### src/rtl/fp16_mac_top.sv
// FP16 multiply-accumulate: input regs -> product reg -> accumulator reg.
// Subnormals are read as zero and tiny results flush to zero; rounding is round-to-nearest-even.
module fp16_mac_top #(
  parameter int bw = 16
) (
  input  logic          CLK,
  input  logic          RESETn,
  input  logic [bw:1]   A,
  input  logic [bw:1]   B,
  output logic [bw:1]   out
);

  generate
    if (bw != 16) begin : g_bad_width
      $error("fp16_mac_top supports only bw = 16");
    end
  endgenerate

  function automatic logic [15:0] fp16_mul(input logic [15:0] x, input logic [15:0] y);
    logic               s;
    logic [4:0]         ex, ey;
    logic [9:0]         fx, fy;
    logic               nan_x, nan_y, inf_x, inf_y, zero_x, zero_y;
    logic [21:0]        prod;
    logic [9:0]         frac;
    logic               g, st, up;
    logic signed [7:0]  e, e_f;
    logic [17:0]        er;
    logic [15:0]        r;
    s      = x[15] ^ y[15];
    ex     = x[14:10];
    ey     = y[14:10];
    fx     = x[9:0];
    fy     = y[9:0];
    nan_x  = (&ex) & (|fx);
    nan_y  = (&ey) & (|fy);
    inf_x  = (&ex) & ~(|fx);
    inf_y  = (&ey) & ~(|fy);
    zero_x = ~(|ex);
    zero_y = ~(|ey);
    if (nan_x | nan_y | ((inf_x | inf_y) & (zero_x | zero_y))) begin
      r = 16'h7E00;
    end else if (inf_x | inf_y) begin
      r = {s, 15'h7C00};
    end else if (zero_x | zero_y) begin
      r = {s, 15'h0000};
    end else begin
      prod = 22'({1'b1, fx}) * 22'({1'b1, fy});
      e    = $signed({3'b000, ex}) + $signed({3'b000, ey}) - 8'sd15;
      if (prod[21]) begin
        frac = prod[20:11];
        g    = prod[10];
        st   = |prod[9:0];
        e    = e + 8'sd1;
      end else begin
        frac = prod[19:10];
        g    = prod[9];
        st   = |prod[8:0];
      end
      up  = g & (st | frac[0]);
      // A carry out of the fraction lands in the exponent field, which is the renormalization.
      er  = {e, frac} + {17'b0, up};
      e_f = $signed(er[17:10]);
      if (e_f > 8'sd30) begin
        r = {s, 15'h7C00};
      end else if (e_f < 8'sd1) begin
        r = {s, 15'h0000};
      end else begin
        r = {s, er[14:10], er[9:0]};
      end
    end
    return r;
  endfunction

  function automatic logic [15:0] fp16_add(input logic [15:0] x, input logic [15:0] y);
    logic               sx, sy, sb, ss;
    logic [4:0]         ex, ey, eb, es, diff;
    logic [9:0]         fx, fy, fb, fs;
    logic               nan_x, nan_y, inf_x, inf_y, zero_x, zero_y, found;
    logic [3:0]         sh, lz;
    logic [13:0]        big_ext, small_ext, small_al, dif;
    logic [27:0]        wide;
    logic [14:0]        sum;
    logic [12:0]        norm;
    logic               up;
    logic signed [7:0]  e, e_f;
    logic [17:0]        er;
    logic [15:0]        r;
    sx     = x[15];
    sy     = y[15];
    ex     = x[14:10];
    ey     = y[14:10];
    fx     = x[9:0];
    fy     = y[9:0];
    nan_x  = (&ex) & (|fx);
    nan_y  = (&ey) & (|fy);
    inf_x  = (&ex) & ~(|fx);
    inf_y  = (&ey) & ~(|fy);
    zero_x = ~(|ex);
    zero_y = ~(|ey);
    if (nan_x | nan_y | (inf_x & inf_y & (sx != sy))) begin
      r = 16'h7E00;
    end else if (inf_x) begin
      r = {sx, 15'h7C00};
    end else if (inf_y) begin
      r = {sy, 15'h7C00};
    end else if (zero_x & zero_y) begin
      r = {sx & sy, 15'h0000};
    end else if (zero_x) begin
      r = y;
    end else if (zero_y) begin
      r = x;
    end else begin
      if ({ex, fx} >= {ey, fy}) begin
        sb = sx; eb = ex; fb = fx;
        ss = sy; es = ey; fs = fy;
      end else begin
        sb = sy; eb = ey; fb = fy;
        ss = sx; es = ex; fs = fx;
      end
      diff      = eb - es;
      sh        = (diff > 5'd13) ? 4'd13 : diff[3:0];
      big_ext   = {1'b1, fb, 3'b000};
      small_ext = {1'b1, fs, 3'b000};
      // Bits shifted past the low end fold into the sticky position.
      wide      = {small_ext, 14'b0} >> sh;
      small_al  = {wide[27:15], wide[14] | (|wide[13:0])};
      e         = $signed({3'b000, eb});
      norm      = '0;
      if (sb == ss) begin
        sum = {1'b0, big_ext} + {1'b0, small_al};
        if (sum[14]) begin
          norm = {sum[13:2], sum[1] | sum[0]};
          e    = e + 8'sd1;
        end else begin
          norm = sum[12:0];
        end
      end else begin
        dif   = big_ext - small_al;
        lz    = 4'd0;
        found = 1'b0;
        for (int i = 13; i >= 0; i--) begin
          if (!found) begin
            if (dif[i]) found = 1'b1;
            else        lz    = lz + 4'd1;
          end
        end
        norm = 13'(dif << lz);
        e    = e - $signed({4'b0000, lz});
      end
      up  = norm[2] & ((|norm[1:0]) | norm[3]);
      er  = {e, norm[12:3]} + {17'b0, up};
      e_f = $signed(er[17:10]);
      if ((sb != ss) && (dif == 14'd0)) begin
        r = 16'h0000;
      end else if (e_f > 8'sd30) begin
        r = {sb, 15'h7C00};
      end else if (e_f < 8'sd1) begin
        r = {sb, 15'h0000};
      end else begin
        r = {sb, er[14:10], er[9:0]};
      end
    end
    return r;
  endfunction

  logic [15:0] a_q, a_d, b_q, b_d, p_q, p_d, acc_q, acc_d;

  always_comb begin
    a_d   = A;
    b_d   = B;
    p_d   = fp16_mul(a_q, b_q);
    acc_d = fp16_add(acc_q, p_q);
  end

  always_ff @(posedge CLK or negedge RESETn) begin
    if (!RESETn) begin
      a_q   <= '0;
      b_q   <= '0;
      p_q   <= '0;
      acc_q <= '0;
    end else begin
      a_q   <= a_d;
      b_q   <= b_d;
      p_q   <= p_d;
      acc_q <= acc_d;
    end
  end

  assign out = acc_q;

endmodule

### config.mk
export PLATFORM = sky130hd
export DESIGN_NAME = fp16_mac_top
export DESIGN_NICKNAME = d
export VERILOG_FILES = /design/src/rtl/fp16_mac_top.sv
export SDC_FILE = /design/constraint.sdc
export NUM_CORES = 1
export LEC_CHECK = 0
export CAP_MARGIN = 20
export CORE_UTILIZATION = 35
export DETAILED_ROUTE_END_ITERATION = 8
export PLACE_DENSITY = 0.61
export SETUP_SLACK_MARGIN = 0.02
export SLEW_MARGIN = 25
export SYNTH_ARGS = -nofsm -noshare
export SYNTH_HDL_FRONTEND = slang
export SYNTH_SLANG_ARGS = --single-unit
export TNS_END_PERCENT = 100
### constraint.sdc
create_clock -name CLK -period 15.4 [get_ports CLK]
set_input_delay 3.85 -clock CLK [delete_from_list [all_inputs] [get_ports CLK]]
set_output_delay 3.85 -clock CLK [all_outputs]
set_load 0.01 [all_outputs]
==> reports/qor.txt, run 1 <==
vias in the first global route: 12,727
Post-Synthesis Cells: 1,722
Finished Core Util: 40.0%
clock latency on the worst-skew pair: 0.34 ns
met3 Use GR: 2.32%
outcome: finished, final reports clean
worst-margin pin slew: 1.07 ns
Final ANT Viol Nets: 0
most common cell in the netlist: nand2_1
Hold Vio Cnt, Final: 0
CTS buffer count: 9
Max Freq: 0.0685 GHz
Synth area leader: fa_1
Syn Area/Cell: 7.83 sq um
Die Y-Extent: 198 um
Slew Limit Fails: 0
met2 usage: 38.1%
# clock sinks: 64
number of synthesized flops with an enable pin: 0
critical path class: reg2reg
Die ar.: 39,300 sq um
top post-synthesis cells by area: fa_1 12%, dfrtp_1 12%, ha_1 12%
RR Startpoint: out[11]
H-Tree Level Count: 3
WHS Endpoint: out[9]
sequential element share of the synthesized area: 11.9%
Initial Util: 35.7%
HP Start: p_q[8]
top_reg_cell synth: dfrtp_1
cell count of the worst reg-to-reg path: 71
top cells by count, synth: 161 x nand2_1, 152 x inv_1, 148 x nor2_1, 127 x ha_1, 101 x a21oi_1
worst relative slew slack: 28.3%
most used cell, CP: ha_1
worst-path fanout max: 11
Layout area overhead: 12.0%
Synth Register Bits: 64
FF-to-FF setup slack: 0.80 ns
crit-path max cell delay: 0.48 ns
CTS tree: yes
initial antenna violation count: 0
Root Driver: clkbuf_16
Layout Skew: 0.00688 ns
Synth Cell Area: 13,500 sq um
grt ovf: 0
Setup crit start kind: flop
post-synth top area share: 12.3%
synth unique cells: 111
Post-Syn Nets: 1,966
Syn. warnings: 0
CP top delay family: compound AO/OA/AOI/OAI gates
max_cap viols: 0
number of port buffers: 49
DRT Wirelength: 41.7 mm
DR WL/cell: 18.3 um
detailed-route via count: 12,932
Clock Tree Buf Depth: 2
HP Class: reg2reg
fraction of registers with async set/reset: 100%
nets: 2,011
fin crit share: 94.8%
cell count of the worst hold path: 2
M1 GR Usage: 27.2%
crit path time final: 14.60 ns
Critical path buffers and inverters: 6
Remaining DRCs: 0
Critical Path RT: 15.66 ns
DP Wirelength: 33.5 mm
core area: 37,800 sq um
# diodes: 0
CP endpoint kind: flop
DRT iter0 DRCs: 893
Hold Buf Count CTS: 0
slowest CP cell: dfrtp_2
drt pass-1 iters: 5
Ports: 50
# setup viols final: 0
routability-driven placement congestion ratio: 0.968
share of cells above drive strength 1: 9.71%
Crit path arrival time: 14.86 ns
Via density: 5.67
clk slew on worst S/H paths: 0.06 ns
gr busiest metal: met2
DIE WIDTH: 198 um
Reg2Reg Capture Point: out[3]
pin count of the biggest net entering global routing: 65
Total GRT Usage: 21.4%
row count: 71
first-pass GRT wire length: 67.5 mm
## per-stage QoR
| stage | cells | area (sq um) | hold slack, ns | setup WS, ns | TNS [ns] |
|---|---|---|---|---|---|
| CTS | 2269 | 14900 | 0.569 | 0.350 | 0 |
| global route | 2282 | 15100 | 0.634 | -0.0389 | -0.0861 |
| finish | 2282 | 15100 | 0.573 | 0.795 | 0 |
| detailed placement | 2254 | 14600 | 0.557 | 0.436 | 0 |
| floorplan | 1722 | 13500 | 0.479 | 0.463 | 0 |
| global placement | 2254 | 14600 | 0.567 | 0.608 | 0 |
## sequential cells by signal, summed over array words and instances (netlist names)
signal / flops
b_q: 16
p_q: 16
a_q: 16
out: 16
## worst reg2reg max path: cells and delay by family, from the launching register on
kind | cells | cell delay, ns
xor+xnor | 1 | 0.17
buf+inv | 6 | 0.68
fa+ha+maj | 10 | 3.05
mux | 4 | 1.20
compound gates | 30 | 5.73
flops | 1 | 0.48
simple gates | 20 | 3.17
## kinds of logic (layout without fill, tap and decap cells)
logic type                 after synthesis  count (layout)  synth area share [%]
muxes                                   52              52                  4.25
xor gates and xnor gates                84              84                  5.77
and+or+nand+nor                        653             653                  25.2
AOI/OAI and AO/OA                      436             436                  22.3
buffers and inverters                  223             272                  6.44
DFF                                     64              64                  11.9
adders and majority gates              210             210                  24.1
## placed cells by master (no fill, tap or decap), types with 14 or more instances in the layout
cell	synthesis	final
nor2_1	148	146
ha_1	127	124
nand2b_1	22	22
nand2_1	161	160
o21ai_1	15	15
and2_1	82	82
mux2i_1	32	32
a211oi_1	20	18
nand4_1	14	14
buf_4	1	51
o22ai_1	14	14
mux2_2	15	15
dfrtp_1	64	63
inv_1	152	151
nand3_1	48	48
or3_1	15	15
xnor2_1	55	54
and3_1	27	27
a31oi_1	14	14
nor3_1	41	40
nor4_1	15	15
fa_1	83	83
a21oi_1	101	98
clkdlybuf4s50_1	0	48
o211ai_1	14	14
xor2_1	26	26
o21ai_0	80	78
a21o_1	23	23
nor2b_1	16	14
## how the worst max path moves through the flow
| stage | start | to | slack, ns | cells after the start |
|---|---|---|---|---|
| 6_report | out[11] | out[3] | 0.80 | 71 |
| 3_3_place_gp | out[11] | out[3] | 0.61 | 72 |
| 2_1_floorplan | out[13] | out[11] | 0.46 | 70 |
| 5_1_grt | out[11] | out[11] | -0.04 | 70 |
| 4_1_cts | out[11] | out[3] | 0.35 | 72 |
| 3_5_place_dp | out[11] | out[3] | 0.44 | 68 |
## area by class of cell
| cell class | count | area (sq um) |
|---|---|---|
| fillers | 3865 | 22700 |
| flip-flops and latches | 64 | 1600 |
| inverters | 157 | 592 |
| multi-input cells | 1435 | 11100 |
| clock inverters | 4 | 45.0 |
| clock buffers | 11 | 243 |
| repair buffers | 100 | 868 |
| well taps | 511 | 639 |
## per-layer routing
layer	vias to the layer above	routed length, um	part of all wire, %
met5	-	0	0
met4	0	943	2.3
met3	72	2180	5.2
met2	444	20400	49
met1	6215	18200	44
li1	6201	-	-
## repair_timing
item                                    4_1_cts  5_1_grt
buffers inserted                              0       13
hold endpoints to repair                      0        0
endpoints found under the setup margin        0       15
gates resized for setup                       0       28
Power of run 1 is not shown: default switching activity piles up to over one toggle a cycle in this logic, so the estimate is an artifact.
==> run 2, diff against run 1 <==
--- a/config.mk
+++ b/config.mk
@@ -8,7 +8,7 @@
 export CAP_MARGIN = 20
 export CORE_UTILIZATION = 35
 export DETAILED_ROUTE_END_ITERATION = 8
-export PLACE_DENSITY = 0.61
+export PLACE_DENSITY = 0.6
 export SETUP_SLACK_MARGIN = 0.02
 export SLEW_MARGIN = 25
 export SYNTH_ARGS = -nofsm -noshare
==> constraint.sdc (replaced) <==
create_clock -name CLK -period 14.6 [get_ports CLK]
set_input_delay 3.65 -clock CLK [delete_from_list [all_inputs] [get_ports CLK]]
set_output_delay 3.65 -clock CLK [all_outputs]
set_load 0.01 [all_outputs]
==> reports/qor.txt, run 2 (synthesized netlist as in run 1, its figures left out) <==
fin crit share: 96.2%
Max Freq: 0.0712 GHz
DP Wirelength: 33.6 mm
DR WL/cell: 18.0 um
Critical Path RT: 14.81 ns
Layout Skew: 0.00700 ns
critical path class: reg2reg
initial antenna violation count: 0
Crit path arrival time: 14.26 ns
met2 usage: 37.2%
# clock sinks: 64
Die Y-Extent: 198 um
clk slew on worst S/H paths: 0.06 ns
drt pass-1 iters: 5
Total GRT Usage: 21.3%
routability-driven placement congestion ratio: 0.973
crit path time final: 14.05 ns
Initial Util: 35.7%
DIE WIDTH: 198 um
share of cells above drive strength 1: 15.1%
CTS tree: yes
most frequent cells in the layout: 159 x nand2_1, 151 x inv_1, 143 x nor2_1, 113 x ha_1, 92 x buf_4
Hold Buf Count CTS: 0
Ports: 50
most common cell after layout, fill and taps aside: nand2_1
# setup viols final: 0
core area: 37,800 sq um
worst relative slew slack: 37.3%
most used cell, CP: ha_1
Clock Tree Buf Depth: 2
crit-path max cell delay: 0.43 ns
grt ovf: 0
H-Tree Level Count: 3
Cells after DPL: 2,283
Remaining DRCs: 0
worst-path fanout max: 6
first-pass GRT wire length: 66.9 mm
Die ar.: 39,300 sq um
worst-margin pin slew: 0.933 ns
fillers: 3,775
Final ANT Viol Nets: 0
Via density: 5.67
vias in the first global route: 12,718
outcome: finished, final reports clean
CTS buffer count: 9
number of port buffers: 49
Hold Vio Cnt, Final: 0
fin cells: 2,325
DRT Wirelength: 42.0 mm
# diodes: 0
DRT iter0 DRCs: 872
Layout area overhead: 17.6%
Setup crit start kind: flop
met3 Use GR: 2.28%
Slew Limit Fails: 0
M1 GR Usage: 27.3%
CP endpoint kind: flop
Root Driver: clkbuf_16
row count: 71
max_cap viols: 0
HP Class: reg2reg
nets: 2,053
pin count of the biggest net entering global routing: 65
slowest CP cell: or3_4
gr busiest metal: met2
clock latency on the worst-skew pair: 0.34 ns
detailed-route via count: 13,182
==> run 2: final cells by class <==
class                      instances  area (sq um)  area share [%]
multi-input combinational       1436         11500            72.7
timing repair buffer             141          1180            7.42
tap                              511           639            4.03
clock buffer                      10           229            1.44
clock inverter                     6          91.3           0.576
inverter                         157           592            3.73
sequential                        64          1600            10.1
==> run 2: worst max-delay path: cells and delay by family, from the launching register on <==
family,cells,cell delay [ns]
AO/OA/AOI/OAI,29,5.39
AND/OR/NAND/NOR,17,3.37
adder cells (fa/ha/maj),11,2.85
multiplexers,3,0.86
buffers and inverters,8,0.78
flip-flops,1,0.37
XOR/XNOR,2,0.28
==> run 2: final timing paths <==
kind / from / to / slack [ns] / cells past startpoint
setup / recovery: p_q[10] / out[9] / 0.55 / 70
max in group asynchronous: RESETn / out[9] / 10.48 / 2
hold reg to reg: p_q[6] / out[7] / 0.65 / 2
min in group asynchronous: RESETn / b_q[2] / 3.47 / 2
hold / removal: p_q[6] / out[7] / 0.65 / 2
setup reg to reg: p_q[10] / out[9] / 0.55 / 70
==> run 2: repair_timing <==
action | CTS | global route
pin swaps | 0 | 31
endpoints found under the setup margin | 7 | 15
setup buffers | 0 | 25
resized for setup | 1 | 108
cloned | 0 | 1
==> run 2: routing by layer <==
metal  vias to the layer above  routed length, um
met5                         -                  0
met4                         0               1160
met3                        76               2140
met2                       444              20300
met1                      6386              18300
li1                       6276                  -
==> run 2: stage by stage <==
step / cell area (sq um) / utilization [%] / hold slack, ns / worst slack, ns / setup TNS, ns
3_5_place_dp: 14800 / 39.3 / 0.567 / -0.000367 / -0.000367
4_1_cts: 15200 / 40.2 / 0.594 / 0.0328 / 0
5_1_grt: 15900 / 42.0 / 0.665 / -0.0672 / -0.637
3_3_place_gp: 14800 / 39.3 / 0.541 / 0.207 / 0
2_1_floorplan: 13500 / - / 0.479 / 0.0492 / 0
6_report: 15900 / 42.0 / 0.646 / 0.548 / 0
Power of run 2 is left out for the same reason.
==> run 3, diff against run 2 <==
--- a/config.mk
+++ b/config.mk
@@ -5,11 +5,13 @@
 export SDC_FILE = /design/constraint.sdc
 export NUM_CORES = 1
 export LEC_CHECK = 0
+export ABC_AREA = 1
 export CAP_MARGIN = 20
 export CORE_UTILIZATION = 35
 export DETAILED_ROUTE_END_ITERATION = 8
 export PLACE_DENSITY = 0.6
 export SETUP_SLACK_MARGIN = 0.02
+export SKIP_LAST_GASP = 1
 export SLEW_MARGIN = 25
 export SYNTH_ARGS = -nofsm -noshare
 export SYNTH_HDL_FRONTEND = slang
==> reports/qor.txt, run 3 <==
initial antenna violation count: 0
Via density: 4.98
slowest CP cell: dfrtp_1
DRT Wirelength: 33.9 mm
# diodes: 0
Syn Area/Cell: 6.45 sq um
Synth Register Bits: 64
Synth area leader: nand2_1
# clock sinks: 64
fin crit share: 91.0%
Root Driver: clkbuf_16
critical path class: reg2reg
Critical Path RT: 14.86 ns
Clock Tree Buf Depth: 2
crit path time final: 13.29 ns
Post-Synthesis Cells: 1,937
Total GRT Usage: 19.1%
CTS buffer count: 9
fillers: 3,716
DR WL/cell: 14.0 um
number of synthesized flops with an enable pin: 0
detailed-route via count: 12,045
row count: 68
# setup viols final: 0
fraction of registers with async set/reset: 100%
Remaining DRCs: 0
routability-driven placement congestion ratio: 0.879
most used cell, CP: nand2_1
core area: 34,900 sq um
nets: 2,205
Layout Skew: 0.0122 ns
post-synth top area share: 16.0%
first-pass GRT wire length: 57.1 mm
outcome: finished, final reports clean
most common cell after layout, fill and taps aside: nand2_1
H-Tree Level Count: 3
most common cell in the netlist: nand2_1
Crit path arrival time: 13.55 ns
most frequent cells in the layout: 533 x nand2_1, 341 x inv_1, 154 x nand3_1, 135 x nor2_1, 126 x ha_1
sequential element share of the synthesized area: 12.8%
Slew Limit Fails: 0
clock latency on the worst-skew pair: 0.34 ns
Ports: 50
Initial Util: 35.8%
HP Class: reg2reg
top cells by count, synth: 534 x nand2_1, 342 x inv_1, 155 x nand3_1, 137 x nor2_1, 127 x ha_1
DP Wirelength: 27.5 mm
Die ar.: 36,500 sq um
grt ovf: 0
worst-margin pin slew: 0.986 ns
synth unique cells: 56
CTS tree: yes
DRT iter0 DRCs: 646
Post-Syn Nets: 2,181
top post-synthesis cells by area: nand2_1 16%, fa_1 13%, dfrtp_1 13%
RSZ-0062 raised after global routing: no
worst-path fanout max: 14
Syn. warnings: 0
top_reg_cell synth: dfrtp_1
Hold Buf Count CTS: 0
Final ANT Viol Nets: 0
Layout area overhead: 10.6%
CP endpoint kind: flop
clk slew on worst S/H paths: 0.07 ns
Setup crit start kind: flop
vias in the first global route: 11,973
Worst Hold Slack: 0.557 ns
DIE WIDTH: 191 um
share of cells above drive strength 1: 6.00%
max_cap viols: 0
drt pass-1 iters: 6
number of port buffers: 49
Die Y-Extent: 191 um
Synth Cell Area: 12,500 sq um
crit-path max cell delay: 0.49 ns
pin count of the biggest net entering global routing: 65
setup TNS: 0 ns
worst relative slew slack: 33.6%
Hold Vio Cnt, Final: 0
Max Freq: 0.0752 GHz
==> run 3: final cells by class <==
cell class,instances,area [sq um],share of cell area [%]
inverter,365,1380,9.95
multi-input combinational,1458,9360,67.7
sequential,64,1600,11.6
clock inverter,6,91.3,0.660
timing repair inverter,1,7.51,0.0543
timing repair buffer,62,583,4.22
clock buffer,10,239,1.73
tap,455,569,4.12
==> run 3: final timing paths <==
| path | slack [ns] | to | depth (start not counted) | from |
|---|---|---|---|---|
| min in group asynchronous | 3.49 | a_q[13] | 2 | RESETn |
| hold / removal | 0.56 | p_q[15] | 2 | a_q[15] |
| setup / recovery | 1.31 | out[15] | 90 | out[14] |
| hold reg to reg | 0.56 | p_q[15] | 2 | a_q[15] |
| setup reg to reg | 1.31 | out[15] | 90 | out[14] |
| max in group asynchronous | 10.58 | p_q[2] | 2 | RESETn |
==> run 3: stage by stage <==
stage / instance area [sq um] / utilization, % / setup WS, ns / std cells
final: 13800 / 39.6 / 1.31 / 2421
after global placement: 13300 / 38.2 / 0.595 / 2391
after floorplan: 12500 / - / 2.93 / 1937
after CTS: 13700 / 39.2 / 0.326 / 2407
after detailed placement: 13300 / 38.2 / 0.368 / 2391
after global routing: 13800 / 39.6 / 0.0212 / 2421
==> run 3: logic make-up after synthesis <==
logic type                 Yosys count  synth area share, %
xor gates and xnor gates            53                 3.71
DFF                                 64                 12.8
and+or+nand+nor                    957                 33.8
adders and majority gates          210                 26.0
AOI/OAI and AO/OA                  237                 10.8
buffers and inverters              416                 12.9
==> run 3: timing repair <==
item	4_1_cts	5_1_grt
setup buffers	0	12
endpoints found under the setup margin	0	15
gates resized for setup	0	17
==> run 3: worst max-delay path, delay by kind of cell (launching register included) <==
| family | cells | cell delay (ns) |
|---|---|---|
| simple gates | 58 | 6.54 |
| fa+ha+maj | 11 | 3.01 |
| compound gates | 11 | 2.15 |
| buf+inv | 10 | 0.99 |
| flops | 1 | 0.49 |
==> run 3: per-layer routing <==
| metal | part of all wire, % | global-route usage, % |
|---|---|---|
| met4 | 2.0 | 5.23 |
| met1 | 45 | 24.0 |
| met5 | 0 | 0 |
| met2 | 49 | 34.6 |
| met3 | 3.4 | 1.69 |
Power of run 3 is left out for the same reason.
